<file path="src/rtl/episode_ctrl.sv">
// Episode sequencer for the 8x8 gridworld: loads the start cell, walks one saturating step per accepted
// action, and keeps a running "never red" verdict that is reported once the episode ends.
module episode_ctrl #(
  parameter int HORIZON    = 48,
  parameter int X0         = 3,
  parameter int Y0         = 0,
  parameter int EARLY_STOP = 0,
  parameter int CW         = 8
) (
  input  logic          clk,
  input  logic          rst,
  input  logic          start,
  input  logic          act_valid,
  input  logic [2:0]    act,
  output logic          act_ready,
  output logic [2:0]    pos_x,
  output logic [2:0]    pos_y,
  output logic [3:0]    colour,
  output logic [CW-1:0] step_cnt,
  output logic          busy,
  output logic          done,
  output logic          pass
);

  typedef enum logic [1:0] {
    S_IDLE = 2'd0,
    S_RUN  = 2'd1,
    S_DONE = 2'd2
  } state_t;

  localparam logic [2:0]    X0_L    = 3'(X0);
  localparam logic [2:0]    Y0_L    = 3'(Y0);
  localparam logic [CW-1:0] HOR_L   = CW'(HORIZON);
  localparam bit            ES      = (EARLY_STOP != 0);

  function automatic logic is_red(input logic [2:0] x, input logic [2:0] y);
    logic inner_col, edge_col, inner_row, edge_row;
    inner_col = (x == 3'd1) || (x == 3'd6);
    edge_col  = (x == 3'd0) || (x == 3'd7);
    edge_row  = (y == 3'd1) || (y == 3'd4) || (y == 3'd5);
    inner_row = edge_row || (y == 3'd0);
    is_red    = (inner_col && inner_row) || (edge_col && edge_row);
  endfunction

  function automatic logic [3:0] decode_colour(input logic [2:0] x, input logic [2:0] y);
    logic blue, yellow, brown;
    logic y_edge;
    y_edge        = (y == 3'd0) || (y == 3'd7);
    blue          = (x >= 3'd3) && (x <= 3'd4) && (y >= 3'd2) && (y <= 3'd5);
    yellow        = ((x == 3'd0) || (x == 3'd7)) && y_edge;
    brown         = (x >= 3'd2) && (x <= 3'd5) && y_edge;
    decode_colour = {blue, yellow, brown, is_red(x, y)};
  endfunction

  function automatic logic signed [1:0] x_delta(input logic [2:0] a);
    case (a)
      3'd1, 3'd2, 3'd3: x_delta = 2'sd1;
      3'd5, 3'd6, 3'd7: x_delta = -2'sd1;
      default:          x_delta = 2'sd0;
    endcase
  endfunction

  function automatic logic signed [1:0] y_delta(input logic [2:0] a);
    case (a)
      3'd7, 3'd0, 3'd1: y_delta = 2'sd1;
      3'd3, 3'd4, 3'd5: y_delta = -2'sd1;
      default:          y_delta = 2'sd0;
    endcase
  endfunction

  // Clamp to the grid instead of wrapping.
  function automatic logic [2:0] sat_step(input logic [2:0] p, input logic signed [1:0] d);
    logic signed [4:0] sum;
    sum = $signed({2'b00, p}) + $signed({{3{d[1]}}, d});
    if (sum < 5'sd0)      sat_step = 3'd0;
    else if (sum > 5'sd7) sat_step = 3'd7;
    else                  sat_step = sum[2:0];
  endfunction

  state_t        state, state_nx;
  logic          red_seen;
  logic          load;
  logic          accept;
  logic          last;
  logic          red_new;
  logic          start_red;
  logic [2:0]    nx_x, nx_y;
  logic [CW-1:0] cnt_inc;

  assign accept    = (state == S_RUN) && act_valid;
  assign nx_x      = sat_step(pos_x, x_delta(act));
  assign nx_y      = sat_step(pos_y, y_delta(act));
  assign red_new   = is_red(nx_x, nx_y);
  assign start_red = is_red(X0_L, Y0_L);
  assign cnt_inc   = step_cnt + 1'b1;
  assign last      = (cnt_inc == HOR_L);

  always_ff @(posedge clk) begin
    if (rst) state <= S_IDLE;
    else     state <= state_nx;
  end

  always_comb begin
    state_nx = state;
    load     = 1'b0;
    case (state)
      S_IDLE, S_DONE: begin
        if (start) begin
          load     = 1'b1;
          state_nx = (ES && start_red) ? S_DONE : S_RUN;
        end
      end
      S_RUN: begin
        if (accept && (last || (ES && red_new))) state_nx = S_DONE;
      end
      default: state_nx = S_IDLE;
    endcase
  end

  // Position, count and verdict update on the edge that loads or accepts.
  always_ff @(posedge clk) begin
    if (rst) begin
      pos_x    <= X0_L;
      pos_y    <= Y0_L;
      step_cnt <= '0;
      red_seen <= 1'b0;
    end else if (load) begin
      pos_x    <= X0_L;
      pos_y    <= Y0_L;
      step_cnt <= '0;
      red_seen <= start_red;
    end else if (accept) begin
      pos_x    <= nx_x;
      pos_y    <= nx_y;
      step_cnt <= cnt_inc;
      red_seen <= red_seen | red_new;
    end
  end

  assign colour    = decode_colour(pos_x, pos_y);
  assign busy      = (state == S_RUN);
  assign act_ready = (state == S_RUN);
  assign done      = (state == S_DONE);
  assign pass      = done && !red_seen;

endmodule
</file>
<file path="config.mk">
export PLATFORM = sky130hd
export DESIGN_NAME = episode_ctrl
export DESIGN_NICKNAME = d
export VERILOG_FILES = /design/src/rtl/episode_ctrl.sv
export SDC_FILE = /design/constraint.sdc
export NUM_CORES = 1
export LEC_CHECK = 0
export BUFFER_PORTS_ARGS = -buffer_cell sky130_fd_sc_hd__buf_2
export CAP_MARGIN = 30
export CELL_PAD_IN_SITES_DETAIL_PLACEMENT = 1
export CELL_PAD_IN_SITES_GLOBAL_PLACEMENT = 1
export CORE_AREA = 5 5 64 66
export DETAILED_ROUTE_END_ITERATION = 8
export DIE_AREA = 0 0 69 71
export PLACE_DENSITY_LB_ADDON = 0.1
export SYNTH_ARGS = -nofsm -noshare
export SYNTH_HDL_FRONTEND = slang
export SYNTH_SLANG_ARGS = --single-unit
</file>
<file path="constraint.sdc">
create_clock -name clk -period 5.1 [get_ports clk]
set_clock_uncertainty 0.15 [all_clocks]
set_input_delay 0.765 -clock clk [delete_from_list [all_inputs] [get_ports clk]]
set_output_delay 0.765 -clock clk [all_outputs]
set_load 0.005 [all_outputs]
</file>
==> results.sh <==
export IMPL_postCtsSetupBuffers=0
export IMPL_post_route_util=0.443
export IMPL_fmax_mhz=322
export IMPL_ir_worst_vdd_v=0.0000920
export IMPL_synthSimpleGateAreaFrac=0.300
export IMPL_die_area_um2=4900
export IMPL_place_gp_congestion=0.867
export IMPL_worst_pin_slew_ps=475
export IMPL_clk_latency_ps=280
export IMPL_synth_nets=199
export IMPL_cp_start_kind="input port"
export IMPL_whs_path_depth=2
export IMPL_yosysSeqAreaShare=0.248
export IMPL_synth_area_um2=1370
export IMPL_ctsResizeCount=0
export IMPL_coreArea_um2=3520
export IMPL_synth_compound_area_share=0.208
export IMPL_grt_max_degree=16
export IMPL_met2_usage=0.290
export IMPL_hpwlAfterDp_um=2980
export IMPL_holdBufCountCts=0
export IMPL_drc=0
export IMPL_synth_fa_ha_area_frac=0.120
export IMPL_avgSynthCellArea_um2=7.63
export IMPL_num_io_pins=29
export IMPL_synthTopCellsByArea="dfxtp_1 (25%), ha_1 (9.1%), a21oi_1 (8.0%), nor2_1 (6.8%), xnor2_1 (4.5%)"
export IMPL_fin_nets=223
export IMPL_die_y_um=71
export IMPL_hp_class="reg -> reg"
export IMPL_synth_top_family_by_area="simple AND/OR/NAND/NOR gates"
export IMPL_finalSetupTns_ps=0
export IMPL_clk_pin_slew_ps=100
export IMPL_crit_top_cell="nor2_1"
export IMPL_drtPass1Iterations=4
export IMPL_status="finished, final reports clean"
export IMPL_cp_cell_sequence="buf_2 > and3b_2 > nor2_1 > inv_1 > fa_1 > nand2_1 > nor2_1 > a221o_1 > a21oi_1 > o221ai_1 > a211oi_2"
export IMPL_synth_area_leader_cell="dfxtp_1"
export IMPL_ys_warn_count=0
export IMPL_place_ws_ps=1720
export IMPL_p_int_mw=0.203
export IMPL_initial_core_util=0.390
export IMPL_routedWlPerCell_um=14.8
export IMPL_clkPwrFrac=0.240
export IMPL_maxSlewViolCount=0
export IMPL_synth_async_reset_ratio=0
export IMPL_viasPerCell=5.42
export IMPL_use_met1=0.177
export IMPL_dp_cells=247
export IMPL_grt_antenna_before_repair=0
export IMPL_synthTopCellsByCount="nor2_1 (25), a21oi_1 (22), dfxtp_1 (17)"
export IMPL_crit_path_top_delay_cell="fa_1"
export IMPL_area_growth_pct=13.7
export IMPL_cp_slowest_stage_delay_ps=540
export IMPL_crit_required_ps=5160
export IMPL_final_antenna_net_count=0
export IMPL_ys_types=45
export IMPL_cts_tree="built"
export IMPL_arrival_ps=3170
export IMPL_r2r_setup_slack_ps=2640
export IMPL_setup_viol=0
export IMPL_maxCapViolations=0
export IMPL_seqPwrFrac=0.473
export IMPL_ys_flop_type="dfxtp_1"
export IMPL_h_tree_depth=1
export IMPL_synth_area_mux_share=0.00729
export IMPL_fin_ws_ps=2000
export IMPL_swShare=0.322
export IMPL_synth_most_common_cell="nor2_1"
export IMPL_grt_use_met3=0.0298
export IMPL_cts_buffers=3
export IMPL_p_sw_mw=0.0965
export IMPL_grt_ovfl_total=0
export IMPL_drt_iter0_drc=36
export IMPL_portBuffers=28
export IMPL_fin_crit_ps=3100
export IMPL_vias=1361
export IMPL_path_class="in -> reg"
export IMPL_grt_pass1_wl_um=6310
export IMPL_clock_sinks=17
export IMPL_synth_seq_cells=17
export IMPL_maxSlewHeadroom=0.675
export IMPL_wirelength_um=3720
export IMPL_layout_drive_gt1_share=0.187
export IMPL_hold_viol=0
export IMPL_fin_crit_sh=0.608
export IMPL_first_global_vias=1361
export IMPL_synth_edf_count=0
export IMPL_num_rows=22
export IMPL_cp_max_fo=7
export IMPL_diodes=0
export IMPL_rsz0062_at_grt="no"
export IMPL_cts_root_buffer="clkbuf_4"
export IMPL_combPwrFrac=0.287
export IMPL_grt_total_usage=0.154
export IMPL_p_leak_nw=0.650
export IMPL_synth_xor_area_frac=0.0701
export IMPL_worstSetupEndpointType="flop"
export IMPL_cts_buffer_depth=2
export IMPL_syn_inst=180
export IMPL_gr_max_usage_layer="met2"
export IMPL_reg2regPathDepth=8
export IMPL_instances_no_fill=251
export IMPL_p_per_area_nw_per_um2=192
export IMPL_yosys_area_top_type_share=0.248
export IMPL_fp_dieW_um=69
-- cell families (layout without fill, tap and decap cells) --
kind of cell | Yosys count | after routing
buffers and inverters | 16 | 39
AND/OR/NAND/NOR | 80 | 80
flip-flops | 17 | 17
multiplexers | 1 | 1
XOR/XNOR | 11 | 11
AO/OA/AOI/OAI | 43 | 43
adder cells (fa/ha/maj) | 12 | 12
-- critical path, delay by kind of cell --
kind            cells  cell delay (ps)
fa+ha+maj           1              540
simple gates        4              710
buf+inv             2              300
compound gates      4              860
-- metrics by stage --
stage / hold slack [ps] / power, mW / area, um2
2_1_floorplan: 347 / 0.206 / 1370
6_report: 372 / 0.299 / 1560
3_5_place_dp: 359 / 0.231 / 1540
3_3_place_gp: 346 / 0.227 / 1540
5_1_grt: 396 / 0.322 / 1560
4_1_cts: 375 / 0.305 / 1560
-- worst paths after layout --
| path | start | end |
|---|---|---|
| max | act[0] | red_seen$_SDFFE_PP0P_ |
| min | step_cnt[1]$_SDFFE_PP0P_ | step_cnt[1]$_SDFFE_PP0P_ |
| max reg2reg | pos_x[0]$_SDFFE_PP1P_ | red_seen$_SDFFE_PP0P_ |
| min reg2reg | step_cnt[1]$_SDFFE_PP0P_ | step_cnt[1]$_SDFFE_PP0P_ |
-- flip-flops by register name, indices dropped and copies added, names as in the netlist --
register / count
step_cnt: 8
red_seen: 1
pos_x: 3
pos_y: 3
state: 2
-- final cells by class --
type,instances,area (um2)
fillers,487,1960
multi-input cells,147,968
flip-flops and latches,17,340
repair buffers,28,140
well taps,48,60.1
clock buffers,4,26.3
inverters,7,26.3
-- placed cells by master (no fill, tap or decap), types with 5 or more instances in the layout --
master and instances:
buf_2 28, nor2_1 25, a21oi_1 22, dfxtp_1 17
ha_1 10, nor3_1 9, nand2_1 8, xnor2_1 7
inv_1 6, and2_1 5, nand3_1 5, nand2b_1 5
-- power groups by stage --
stage | clock [mW] | sequential, mW | combinational [mW]
6_report | 0.0719 | 0.142 | 0.0859
3_5_place_dp | 0 | 0.145 | 0.0864
4_1_cts | 0.0757 | 0.142 | 0.0871
3_3_place_gp | 0 | 0.145 | 0.0825
5_1_grt | 0.0828 | 0.143 | 0.0963
2_1_floorplan | 0 | 0.143 | 0.0632
-- layer usage --
metal	wire length, um	share of wire	up-vias
met5	0	0	-
met4	19	0.0051	0
met3	115	0.031	2
met2	1860	0.50	20
met1	1720	0.46	660
li1	-	-	679
(Power assumes the default switching activity.)
